[config.mk]
export PLATFORM = sky130hd
export DESIGN_NAME = mem_port_arbiter_flat
export DESIGN_NICKNAME = d
export VERILOG_FILES = /design/src/rtl/mem_port_arbiter_pkg.sv /design/src/rtl/mem_port_arbiter_if.sv /design/src/rtl/mem_port_arbiter_pick.sv /design/src/rtl/mem_port_arbiter.sv /design/src/flat_wrapper.sv
export SDC_FILE = /design/constraint.sdc
export NUM_CORES = 1
export LEC_CHECK = 0
export CORE_MARGIN = 1.5
export CORE_UTILIZATION = 37
export DETAILED_ROUTE_END_ITERATION = 10
export PLACE_DENSITY = 0.81
export SYNTH_ARGS = -nofsm -noshare
export SYNTH_HDL_FRONTEND = slang
export SYNTH_HIERARCHICAL = 1
export SYNTH_SLANG_ARGS = --single-unit
[constraint.sdc]
create_clock -name clk -period 1.4 [get_ports clk]
set_input_delay 0.35 -clock clk [delete_from_list [all_inputs] [get_ports clk]]
set_output_delay 0.35 -clock clk [all_outputs]
set_load 0.02 [all_outputs]
[src/rtl/mem_port_arbiter_pkg.sv]
// Shared definitions for the two-port memory arbiter: FSM state encoding and port IDs.
package mem_arb_pkg;

    localparam logic [1:0] S_IDLE  = 2'd0;
    localparam logic [1:0] S_ISSUE = 2'd1;
    localparam logic [1:0] S_WAIT  = 2'd2;
    localparam logic [1:0] S_DONE  = 2'd3;

    typedef enum logic [1:0] {
        ST_IDLE  = S_IDLE,
        ST_ISSUE = S_ISSUE,
        ST_WAIT  = S_WAIT,
        ST_DONE  = S_DONE
    } state_t;

    localparam logic PORT_C = 1'b0;
    localparam logic PORT_D = 1'b1;

endpackage

[src/rtl/mem_port_arbiter_if.sv]
// Bus bundle between the CPU/debug requesters, the arbiter and the byte memory macro.
interface mem_port_arbiter_if #(
    parameter int AW = 8,
    parameter int DW = 8
);
    logic          c_req;
    logic          c_we;
    logic [AW-1:0] c_addr;
    logic [DW-1:0] c_wdata;
    logic          c_done;
    logic [DW-1:0] c_rdata;
    logic          d_req;
    logic          d_we;
    logic [AW-1:0] d_addr;
    logic [DW-1:0] d_wdata;
    logic          d_done;
    logic [DW-1:0] d_rdata;
    logic          d_lock;
    logic          mem_en;
    logic          mem_we;
    logic [AW-1:0] mem_addr;
    logic [DW-1:0] mem_wdata;
    logic [DW-1:0] mem_rdata;
    logic          busy;
    logic          owner;

    modport slave (
        input  c_req, c_we, c_addr, c_wdata, d_req, d_we, d_addr, d_wdata, d_lock, mem_rdata,
        output c_done, c_rdata, d_done, d_rdata, mem_en, mem_we, mem_addr, mem_wdata, busy, owner
    );

    modport master (
        output c_req, c_we, c_addr, c_wdata, d_req, d_we, d_addr, d_wdata, d_lock, mem_rdata,
        input  c_done, c_rdata, d_done, d_rdata, mem_en, mem_we, mem_addr, mem_wdata, busy, owner
    );

endinterface

[src/rtl/mem_port_arbiter_pick.sv]
// Combinational 2-way round-robin picker: a tie goes to the port that did not own the last access.
module mem_arb_pick
    import mem_arb_pkg::*;
(
    input  logic i_req_c,
    input  logic i_req_d,
    input  logic i_last_owner,
    output logic o_grant_valid,
    output logic o_grant_id
);

    // grant selection
    always_comb begin
        o_grant_valid = 1'b0;
        o_grant_id    = PORT_C;
        if (i_req_c && i_req_d) begin
            o_grant_valid = 1'b1;
            o_grant_id    = ~i_last_owner;
        end else if (i_req_c) begin
            o_grant_valid = 1'b1;
            o_grant_id    = PORT_C;
        end else if (i_req_d) begin
            o_grant_valid = 1'b1;
            o_grant_id    = PORT_D;
        end else begin
            o_grant_valid = 1'b0;
            o_grant_id    = PORT_C;
        end
    end

endmodule

[src/rtl/mem_port_arbiter.sv]
// Serialises CPU (C) and debug loader (D) accesses onto one byte memory with fixed read latency.
// All outputs are registered from the next-state decode so they line up with the FSM state.
module mem_port_arbiter
    import mem_arb_pkg::*;
#(
    parameter int AW     = 8,
    parameter int DW     = 8,
    parameter int RD_LAT = 2
) (
    input  logic              clk,
    input  logic              rst_n,
    mem_port_arbiter_if.slave bus
);

    localparam logic [1:0] CNT_INIT = 2'(RD_LAT - 1);

    state_t        r_state;
    state_t        w_next;
    logic [1:0]    r_cnt;
    logic          r_owner;
    logic          r_last_owner;
    logic          r_we;
    logic [AW-1:0] r_addr;
    logic [DW-1:0] r_wdata;
    logic          r_mem_en;
    logic          r_mem_we;
    logic          r_busy;
    logic          r_c_done;
    logic          r_d_done;
    logic [DW-1:0] r_c_rdata;
    logic [DW-1:0] r_d_rdata;

    logic          w_req_c;
    logic          w_grant_valid;
    logic          w_grant_id;
    logic          w_sel_we;
    logic [AW-1:0] w_sel_addr;
    logic [DW-1:0] w_sel_wdata;

    // the lock only holds off new CPU grants; D is never masked
    assign w_req_c = bus.c_req & ~bus.d_lock;

    mem_arb_pick u_pick (
        .i_req_c       (w_req_c),
        .i_req_d       (bus.d_req),
        .i_last_owner  (r_last_owner),
        .o_grant_valid (w_grant_valid),
        .o_grant_id    (w_grant_id)
    );

    // request fields of the port being granted
    always_comb begin
        w_sel_we    = bus.c_we;
        w_sel_addr  = bus.c_addr;
        w_sel_wdata = bus.c_wdata;
        if (w_grant_id == PORT_D) begin
            w_sel_we    = bus.d_we;
            w_sel_addr  = bus.d_addr;
            w_sel_wdata = bus.d_wdata;
        end else begin
            w_sel_we    = bus.c_we;
            w_sel_addr  = bus.c_addr;
            w_sel_wdata = bus.c_wdata;
        end
    end

    // next-state decode
    always_comb begin
        w_next = r_state;
        case (r_state)
            ST_IDLE: begin
                if (w_grant_valid) w_next = ST_ISSUE;
                else               w_next = ST_IDLE;
            end
            ST_ISSUE: begin
                if (r_we) w_next = ST_DONE;
                else      w_next = ST_WAIT;
            end
            ST_WAIT: begin
                if (r_cnt == 2'd0) w_next = ST_DONE;
                else               w_next = ST_WAIT;
            end
            ST_DONE: w_next = ST_IDLE;
            default: w_next = ST_IDLE;
        endcase
    end

    // state, access latches, latency counter and registered outputs
    always_ff @(posedge clk or negedge rst_n) begin
        if (!rst_n) begin
            r_state      <= ST_IDLE;
            r_cnt        <= 2'd0;
            r_owner      <= PORT_C;
            r_last_owner <= PORT_D;
            r_we         <= 1'b0;
            r_addr       <= {AW{1'b0}};
            r_wdata      <= {DW{1'b0}};
            r_mem_en     <= 1'b0;
            r_mem_we     <= 1'b0;
            r_busy       <= 1'b0;
            r_c_done     <= 1'b0;
            r_d_done     <= 1'b0;
            r_c_rdata    <= {DW{1'b0}};
            r_d_rdata    <= {DW{1'b0}};
        end else begin
            r_state <= w_next;
            if (r_state == ST_IDLE && w_grant_valid) begin
                r_owner <= w_grant_id;
                r_we    <= w_sel_we;
                r_addr  <= w_sel_addr;
                r_wdata <= w_sel_wdata;
            end
            if (r_state == ST_ISSUE) begin
                r_cnt <= CNT_INIT;
            end else if (r_state == ST_WAIT && r_cnt != 2'd0) begin
                r_cnt <= r_cnt - 2'd1;
            end
            // read byte lands in the owner's rdata register on the way into DONE
            if (r_state == ST_WAIT && r_cnt == 2'd0) begin
                if (r_owner == PORT_D) r_d_rdata <= bus.mem_rdata;
                else                   r_c_rdata <= bus.mem_rdata;
            end
            if (r_state == ST_DONE) begin
                r_last_owner <= r_owner;
            end
            r_mem_en <= (w_next == ST_ISSUE);
            r_mem_we <= (w_next == ST_ISSUE) && w_sel_we;
            r_busy   <= (w_next != ST_IDLE);
            r_c_done <= (w_next == ST_DONE) && (r_owner == PORT_C);
            r_d_done <= (w_next == ST_DONE) && (r_owner == PORT_D);
        end
    end

    assign bus.mem_en    = r_mem_en;
    assign bus.mem_we    = r_mem_we;
    assign bus.mem_addr  = r_addr;
    assign bus.mem_wdata = r_wdata;
    assign bus.busy      = r_busy;
    assign bus.owner     = r_owner;
    assign bus.c_done    = r_c_done;
    assign bus.d_done    = r_d_done;
    assign bus.c_rdata   = r_c_rdata;
    assign bus.d_rdata   = r_d_rdata;

endmodule

[src/flat_wrapper.sv]
// flat-port wrapper written by rule: the top's interface ports become plain ports
module mem_port_arbiter_flat import mem_arb_pkg::*;
#(
    parameter int AW     = 8,
    parameter int DW     = 8,
    parameter int RD_LAT = 2
)
  (clk, rst_n, bus_c_req, bus_c_we, bus_c_addr, bus_c_wdata, bus_d_req, bus_d_we, bus_d_addr, bus_d_wdata, bus_d_lock, bus_mem_rdata, bus_c_done, bus_c_rdata, bus_d_done, bus_d_rdata, bus_mem_en, bus_mem_we, bus_mem_addr, bus_mem_wdata, bus_busy, bus_owner);
  mem_port_arbiter_if #(.AW(AW), .DW(DW)) bus_i ();
  input  logic clk;
  input  logic rst_n;
  input wire logic [$bits(bus_i.c_req)-1:0] bus_c_req;
  input wire logic [$bits(bus_i.c_we)-1:0] bus_c_we;
  input wire logic [$bits(bus_i.c_addr)-1:0] bus_c_addr;
  input wire logic [$bits(bus_i.c_wdata)-1:0] bus_c_wdata;
  input wire logic [$bits(bus_i.d_req)-1:0] bus_d_req;
  input wire logic [$bits(bus_i.d_we)-1:0] bus_d_we;
  input wire logic [$bits(bus_i.d_addr)-1:0] bus_d_addr;
  input wire logic [$bits(bus_i.d_wdata)-1:0] bus_d_wdata;
  input wire logic [$bits(bus_i.d_lock)-1:0] bus_d_lock;
  input wire logic [$bits(bus_i.mem_rdata)-1:0] bus_mem_rdata;
  output wire logic [$bits(bus_i.c_done)-1:0] bus_c_done;
  output wire logic [$bits(bus_i.c_rdata)-1:0] bus_c_rdata;
  output wire logic [$bits(bus_i.d_done)-1:0] bus_d_done;
  output wire logic [$bits(bus_i.d_rdata)-1:0] bus_d_rdata;
  output wire logic [$bits(bus_i.mem_en)-1:0] bus_mem_en;
  output wire logic [$bits(bus_i.mem_we)-1:0] bus_mem_we;
  output wire logic [$bits(bus_i.mem_addr)-1:0] bus_mem_addr;
  output wire logic [$bits(bus_i.mem_wdata)-1:0] bus_mem_wdata;
  output wire logic [$bits(bus_i.busy)-1:0] bus_busy;
  output wire logic [$bits(bus_i.owner)-1:0] bus_owner;
  assign bus_i.c_req = bus_c_req;
  assign bus_i.c_we = bus_c_we;
  assign bus_i.c_addr = bus_c_addr;
  assign bus_i.c_wdata = bus_c_wdata;
  assign bus_i.d_req = bus_d_req;
  assign bus_i.d_we = bus_d_we;
  assign bus_i.d_addr = bus_d_addr;
  assign bus_i.d_wdata = bus_d_wdata;
  assign bus_i.d_lock = bus_d_lock;
  assign bus_i.mem_rdata = bus_mem_rdata;
  assign bus_c_done = bus_i.c_done;
  assign bus_c_rdata = bus_i.c_rdata;
  assign bus_d_done = bus_i.d_done;
  assign bus_d_rdata = bus_i.d_rdata;
  assign bus_mem_en = bus_i.mem_en;
  assign bus_mem_we = bus_i.mem_we;
  assign bus_mem_addr = bus_i.mem_addr;
  assign bus_mem_wdata = bus_i.mem_wdata;
  assign bus_busy = bus_i.busy;
  assign bus_owner = bus_i.owner;
  mem_port_arbiter #(.AW(AW), .DW(DW), .RD_LAT(RD_LAT)) u_core (.clk(clk), .rst_n(rst_n), .bus(bus_i));
endmodule
-- After elaboration in Yosys (flattened, before gate mapping)
Cells that the tools add are included.
- word-level logic and storage cells: 52
- register bits: 44
- mux-type cells: 14
- eq/ne operators: 5
- bitwise operators: 4
- reduce and logical (&&, ||, !) cells: 14
- add/sub/neg operators: 1
- operator list (kind ; count):
    8-bit two-way mux ; 2
    1-bit two-way mux ; 9
    2-bit one-hot mux with 4 select lines ; 1
    1-bit logical AND ; 7
    2-bit == test, second input constant ; 3
    2-bit nonzero test ; 3
    2-bit by 1-bit == test with 1-bit output, second input constant ; 2
    2-bit zero test ; 2
    2-bit two-way mux ; 2
    2-bit AND reduction ; 2
    1-bit NOT ; 3
    2-bit by 1-bit subtractor with 2-bit output, second input constant ; 1
    1-bit AND ; 1

-- Depth between registers and ports, before layout
Gate-level depths: netlist (run 1).
- word-level depth: 8
- mapped depth: 7

-- Cells and area by module
Netlist (run 1), hierarchy kept.
- modules (own cells, without submodules) (module ; cells an instance ; area an instance (um^2) ; times used):
    mem_port_arbiter ; 148 ; 1893.1 ; 1
    mem_arb_pick ; 2 ; 13.8 ; 1

-- Worst setup path after synthesis (run 1)
No wires, ideal clock.
- kind: register -> register
- start: register u_core.r_state[0]
- end: register u_core.r_c_done (netlist: u_core/bus.c_done)
- stages on the path, launching flop included: 6
- setup slack: 19 ps
- arrival: 1244 ps
- clock period less this slack: 1381 ps
- required time: 1264 ps
- cells stage by stage: dfrtp_1 -> inv_1 -> ha_1 -> a221o_2 -> o21ai_2 -> nor3b_1
- word-level cells in the longest chain between the ends: 4
- elaborated cells on any way between the ends: 7
- RTL lines (what ; line ; RTL):
    start, declared ; mem_port_arbiter.sv:17 ; state_t r_state;
    start signal, assigned ; mem_port_arbiter.sv:106 ; r_state <= w_next;
    2-bit == test (tied with other cells) ; mem_port_arbiter.sv:70 ; case (r_state)
    2-bit one-hot mux with 4 select lines (*) ; mem_port_arbiter.sv:70 ;
    2-bit == test (*) ; mem_port_arbiter.sv:129 ; r_c_done <= (w_next == ST_DONE) && (r_owner == PORT_C);
    1-bit logical AND (*) ; mem_port_arbiter.sv:129 ;
    end signal, assigned ; mem_port_arbiter.sv:129 ;
    end, declared ; mem_port_arbiter.sv:28 ; logic r_c_done;
Every way passes the cells marked *; elsewhere a longest branch is shown, timed or not.
A chain may end at the register's enable or synchronous reset.

-- Worst setup path after layout (run 1)
- start: register u_core.r_state[1]
- end: register u_core.r_c_rdata[5] (netlist: u_core/bus.c_rdata[5])
- word-level cells in the longest chain between the ends: 3
- RTL lines (what ; line ; RTL):
    2-bit == test ; mem_port_arbiter.sv:119 ; if (r_state == ST_WAIT && r_cnt == 2'd0) begin
    1-bit logical AND ; mem_port_arbiter.sv:119 ;
    2-bit AND reduction (no source line) ; n/a ;
    end signal, assigned ; mem_port_arbiter.sv:103 ; r_c_rdata <= {DW{1'b0}};
    end signal, assigned ; mem_port_arbiter.sv:121 ; else r_c_rdata <= bus.mem_rdata;
    end, declared ; mem_port_arbiter.sv:30 ; logic [DW-1:0] r_c_rdata;
Every way passes these cells.

==> results.toml, run 1 <==
[power_and_ir_drop]
ir_worst_vdd_v = 0.000974
p_per_area_nw_per_um2 = 2100
leakagePower_uw = 0.00145

[synth]
synth_largest_area_cell = "dfrtp_1"
synth_edf_count = 0
yosysWarnings = 6
postSynthCellCount = 150
syn-num-nets = 203
syn_area_sq_um = 1910
yosys-top-cells-area = "dfrtp_1, mux2_2, mux2i_1"
synth_seq_cells = 44
yosysSeqAreaShare = 0.578
async_flop_share = 1.00
avgSynthCellArea_sq_um = 12.7
yosys.area.top_type_share = 0.564
ys.flop_type = "dfrtp_1"
ys_types = 26

[global_routing]
grt_pass1_vias = 1530
use_met3 = 0.0442
top_usage_layer = "met2"
grt_pass1_wl_um = 6780
grt_antenna_before_repair = 0
grtUsageMet1 = 0.197
grtUsageMet2 = 0.273
grtUsageTotal = 0.162
overflow = 0
grt_max_degree = 22

[sta]
worstMarginPinSlew_ns = 0.408
setup_viol = 0
worst_slack_ns = 0.0327
hold_violations = 0
fin_skew_ns = 0.00699
report.final.slew_viol_count = 0
fmax_mhz = 731
rsz0062_at_grt = "yes"
slew-limit-headroom = 0.728
period_share = 0.977
fin_crit_ns = 1.37

[setup_path]
r2r_slack_ns = 0.03
critPathLaunchType = "flip-flop"
cp.required_ns = 1.57
reg2reg_from = "u_core/r_state[1]"
crit_family = "flip-flops"
path_cells = "ha_4 -> buf_6 -> nand3b_4 -> mux2_2"
slowest_delay_ns = 0.45
setup.worst_path.class = "flip-flop to flip-flop"
crit_arrival_ns = 1.54
cp.buffers_inverters = 1
end_kind = "flip-flop"
cp_max_fo = 8
timing.rr.end = "u_core/bus.c_rdata[5]"
cpMaxStageDelayCell = "dfrtp_2"
rr_worst_depth = 4

[placed_design]
placed_area_sq_um = 2920
port_buffers = 84
gp_routability_congestion = 0.782
place_ws_ns = -0.458
hpwl_um = 3080

[status]
status = "finished clean"

[clocking]
clockBufferDepth = 2
clk_latency_ns = 0.29
clockRootBuffer = "clkbuf_8"
clk_pin_slew_ns = 0.08
cts_tree = "built"
htreeDepth = 2
numClockSinks = 44
cts_inserted_buffers = 5

[detailed_routing]
routedWlPerCell_um = 13.1
vias = 1481
ant_nets = 0
drt_iter0_markers = 74
vias_per_cell = 4.60
drc_errors = 0
first_pass_iters = 4
wl_um = 4230

[die]
row_count = 25
core_sq_um = 4850
ios = 85
initial_utilization = 0.393
die-area_sq_um = 5590
fp.dieW_um = 74.8
die_h_um = 74.8

[hold_path]
hp-class = "flip-flop to flip-flop"
hold_end = "u_core/bus.d_rdata[2]"
min_path_cells = 1
hp-start = "u_core/bus.d_rdata[2]"

[final_layout]
num_antenna_cells = 0
final_area_sq_um = 3170
layout.nets = 307
drive_above_1_share = 0.267
syn_to_final_growth_pct = 66.5

[flow_run]
cap_viol_max_count = 0
==> per-layer routing <==
layer	wire [um]	share of wire
met1	1770	0.42
met2	2150	0.51
met3	279	0.066
met4	19	0.0045
met5	0	0
==> flip-flops by register name, summed over array words and instances (netlist names), 2 cells and up <==
name and flops:
u_core/bus.d_rdata 8, u_core/bus.mem_addr 8, u_core/r_cnt 2, u_core/r_state 2
u_core/bus.c_rdata 8, u_core/bus.mem_wdata 8
==> report_power, final <==
| part | leakage (uW) | switching [uW] | internal (uW) |
|---|---|---|---|
| registers | 0.000506 | 334 | 1910 |
| clock network | 0.0000552 | 402 | 529 |
| logic | 0.000884 | 1800 | 1690 |
==> final cells by class <==
type                       instances  area (sq um)
fill                             386          1670
sequential                        44          1100
timing repair buffer             103          1010
multi-input combinational         94           843
tap                               67          83.8
clock buffer                       6          72.6
clock inverter                     2          35.0
inverter                           6          22.5
==> cells in the mapped netlist (all sizes together) (2+ instances only) <==
cell,number
a21oi,17
buf,6
dfrtp,43
ha,6
inv,6
mux2,18
mux2i,17
nand2b,2
nor2,20
==> per-stage QoR <==
stage,util,TNS [ns],hold WS [ns],instances,total power (uW)
after global placement,0.602,-8.51,0.298,309,5650
after global routing,0.655,-0.00484,0.521,322,7130
after floorplan,-,0,0.0544,150,4100
after CTS,0.634,0,0.505,321,6450
final,0.655,0,0.501,322,6670
after detailed placement,0.602,-9.44,0.307,309,5740
==> worst max-delay path by stage <==
stage                       from                     end  slack, ns  cells after the start
3_3_place_gp           bus_c_req        u_core/bus.owner      -0.39                      5
4_1_cts        u_core/r_state[0]   u_core/bus.c_rdata[5]      0.009                      5
3_5_place_dp           bus_c_req  u_core/bus.mem_addr[0]      -0.46                      7
6_report       u_core/r_state[1]   u_core/bus.c_rdata[5]       0.03                      4
5_1_grt        u_core/r_state[0]  u_core/bus.mem_addr[5]     -0.005                      7
2_1_floorplan  u_core/r_state[0]       u_core/bus.c_done       0.02                      5
==> cells by family after synthesis <==
group / synth area share
AOI/OAI and AO/OA: 0.0630
adders and majority gates: 0.0394
buffers and inverters: 0.0348
and+or+nand+nor: 0.0846
muxes: 0.196
xor gates and xnor gates: 0.00459
DFF: 0.578
==> placed cells by master (no fill, tap or decap), types with 2 or more instances in the layout <==
cell,n
dfrtp_1,42
clkbuf_8,5
ha_4,3
inv_2,2
a21oi_1,17
mux2_2,15
ha_1,2
clkdlybuf4s50_1,42
nand2b_1,2
dlygate4sd2_1,35
nor2_1,14
mux2_4,3
buf_6,5
mux2i_1,17
buf_4,9
nor2_2,6
clkdlybuf4s15_1,6
inv_1,4
buf_12,3
==> repair_timing <==
action / CTS / global route
hold endpoints to repair: 14 / 0
gates cloned: 1 / 0
endpoints found under the setup margin: 78 / 32
pin swaps: 5 / 3
resized for setup: 53 / 29
setup buffers: 2 / 1
hold buffers: 1 / 0
No activity file was read; power rests on OpenSTA's default activity.
==> run 2: changes to the inputs <==
--- a/config.mk
+++ b/config.mk
@@ -5,7 +5,6 @@
 export SDC_FILE = /design/constraint.sdc
 export NUM_CORES = 1
 export LEC_CHECK = 0
-export CORE_MARGIN = 1.5
 export CORE_UTILIZATION = 37
 export DETAILED_ROUTE_END_ITERATION = 10
 export PLACE_DENSITY = 0.81
==> results.toml, run 2 (synthesis results as in run 1) <==
[placed_design]
gp_routability_congestion = 0.731
placed_area_sq_um = 2890
port_buffers = 84
placedCellCount = 304
hpwl_um = 2880

[clocking]
cts_tree = "built"
cts_inserted_buffers = 5
htreeDepth = 2
numClockSinks = 44
clk_pin_slew_ns = 0.09
cts_hold_buf = 0
clockRootBuffer = "clkbuf_8"
clockBufferDepth = 2
clk_latency_ns = 0.30

[global_routing]
grt_antenna_before_repair = 0
grt_pass1_wl_um = 6890
overflow = 0
grt_pass1_vias = 1534
grt_max_degree = 45
grtUsageTotal = 0.172

[sta]
report.final.slew_viol_count = 0
setup_viol = 0
fmax_mhz = 725
worstMarginPinSlew_ns = 0.243
fin_crit_ns = 1.38
fin_skew_ns = 0.00710
rsz0062_at_grt = "yes"
hold_violations = 0
slew-limit-headroom = 0.838
fin_tns_setup_ns = 0
period_share = 0.985
fin_hold_ws_ns = 0.0174

[flow_run]
cap_viol_max_count = 0

[detailed_routing]
ant_nets = 0
first_pass_iters = 4
drc_errors = 0
wl_um = 4470
routedWlPerCell_um = 14.1
drt_iter0_markers = 50
vias_per_cell = 4.75
vias = 1509

[setup_path]
critPathLaunchType = "flip-flop"
rr_worst_depth = 7
crit_arrival_ns = 1.61
r2r_slack_ns = 0.02
setup.worst_path.class = "flip-flop to flip-flop"
cp.required_ns = 1.63
reg2reg_from = "u_core/r_state[0]"
cp_max_fo = 8
end_kind = "flip-flop"
timing.rr.end = "u_core/bus.mem_addr[4]"

[die]
initial_utilization = 0.393
die_h_um = 73.8
core_sq_um = 4850
row_count = 25
fp.dieW_um = 73.8
die-area_sq_um = 5440
ios = 85

[hold_path]
hp-class = "input pin to asynchronous set/reset pin"

[final_layout]
syn_to_final_growth_pct = 68.5
layout.nets = 303
final_common_cell = "dfrtp_1"
fillerInstances = 379
num_antenna_cells = 0
drive_above_1_share = 0.299
stdcell_count = 318
final_area_sq_um = 3210
final_cell_mix = "dfrtp_1, clkdlybuf4s50_1, dlygate4sd2_1"

[power_and_ir_drop]
p_total_uw = 6790
p_per_area_nw_per_um2 = 2110
ir_worst_vdd_v = 0.000939
leakagePower_uw = 0.00143

[status]
status = "finished clean"
## run 2: cell types whose count changed in the layout (fill, tap and decap cells not counted), moves of 3 or more
cell	before	now
a21oi_2	0	6
a21oi_1	17	11
buf_6	5	2
clkbuf_16	0	3
clkdlybuf4s15_1	6	12
dlygate4sd2_1	35	26
buf_4	9	6
## run 2: worst max-delay path: stages, from the launching register on
cell	delay [ns]
dfrtp_1	0.41
inv_2	0.09
buf_6	0.11
ha_4	0.11
and2_4	0.23
clkbuf_16	0.18
nor2_1	0.04
a21oi_1	0.12
## run 2: cell type report
class	instances	area [sq um]	share of cell area
repair buffers	99	1030	0.319
clock inverters	2	15.0	0.00467
flip-flops and latches	44	1100	0.343
multi-input cells	94	881	0.274
inverters	6	22.5	0.00701
well taps	67	83.8	0.0261
clock buffers	6	82.6	0.0257
## run 2: how the worst max path moves through the flow
| stage | start | end | slack, ns | cells past startpoint |
|---|---|---|---|---|
| 2_1_floorplan | u_core/r_state[0] | u_core/bus.c_done | 0.02 | 5 |
| 3_3_place_gp | bus_c_req | u_core/bus.mem_addr[5] | -0.37 | 6 |
| 3_5_place_dp | bus_c_req | u_core/r_we | -0.40 | 7 |
| 4_1_cts | u_core/r_state[0] | u_core/bus.c_done | 0.008 | 5 |
| 5_1_grt | u_core/r_state[0] | u_core/bus.mem_wdata[3] | -0.02 | 7 |
| 6_report | u_core/r_state[0] | u_core/bus.mem_addr[4] | 0.02 | 7 |
## run 2: timing repair
| action | 4_1_cts | 5_1_grt |
|---|---|---|
| gates cloned | 1 | 3 |
| endpoints found under the setup margin | 70 | 39 |
| setup buffers | 1 | 1 |
| resized for setup | 55 | 39 |
| pin swaps | 4 | 5 |
## run 2: metal layers
layer | global-route usage | share of wire | up-vias
li1 | - | - | 710
met1 | 0.201 | 0.39 | 721
met2 | 0.291 | 0.51 | 70
met3 | 0.0658 | 0.091 | 8
met4 | 0.0577 | 0.012 | 0
met5 | 0 | 0 | -
## run 2: through the flow
stage	setup WS (ns)	util
global route	-0.0223	0.663
global placement	-0.368	0.596
finish	0.0212	0.663
floorplan	0.0194	-
CTS	0.00845	0.625
detailed placement	-0.401	0.596
## run 2: power by group
| group | leakage, uW | switching, uW | total [uW] | internal (uW) |
|---|---|---|---|---|
| Combinational | 0.000880 | 1900 | 3720 | 1820 |
| Clock | 0.0000434 | 439 | 838 | 399 |
| Sequential | 0.000507 | 318 | 2230 | 1910 |
| Total | 0.00143 | 2660 | 6790 | 4130 |
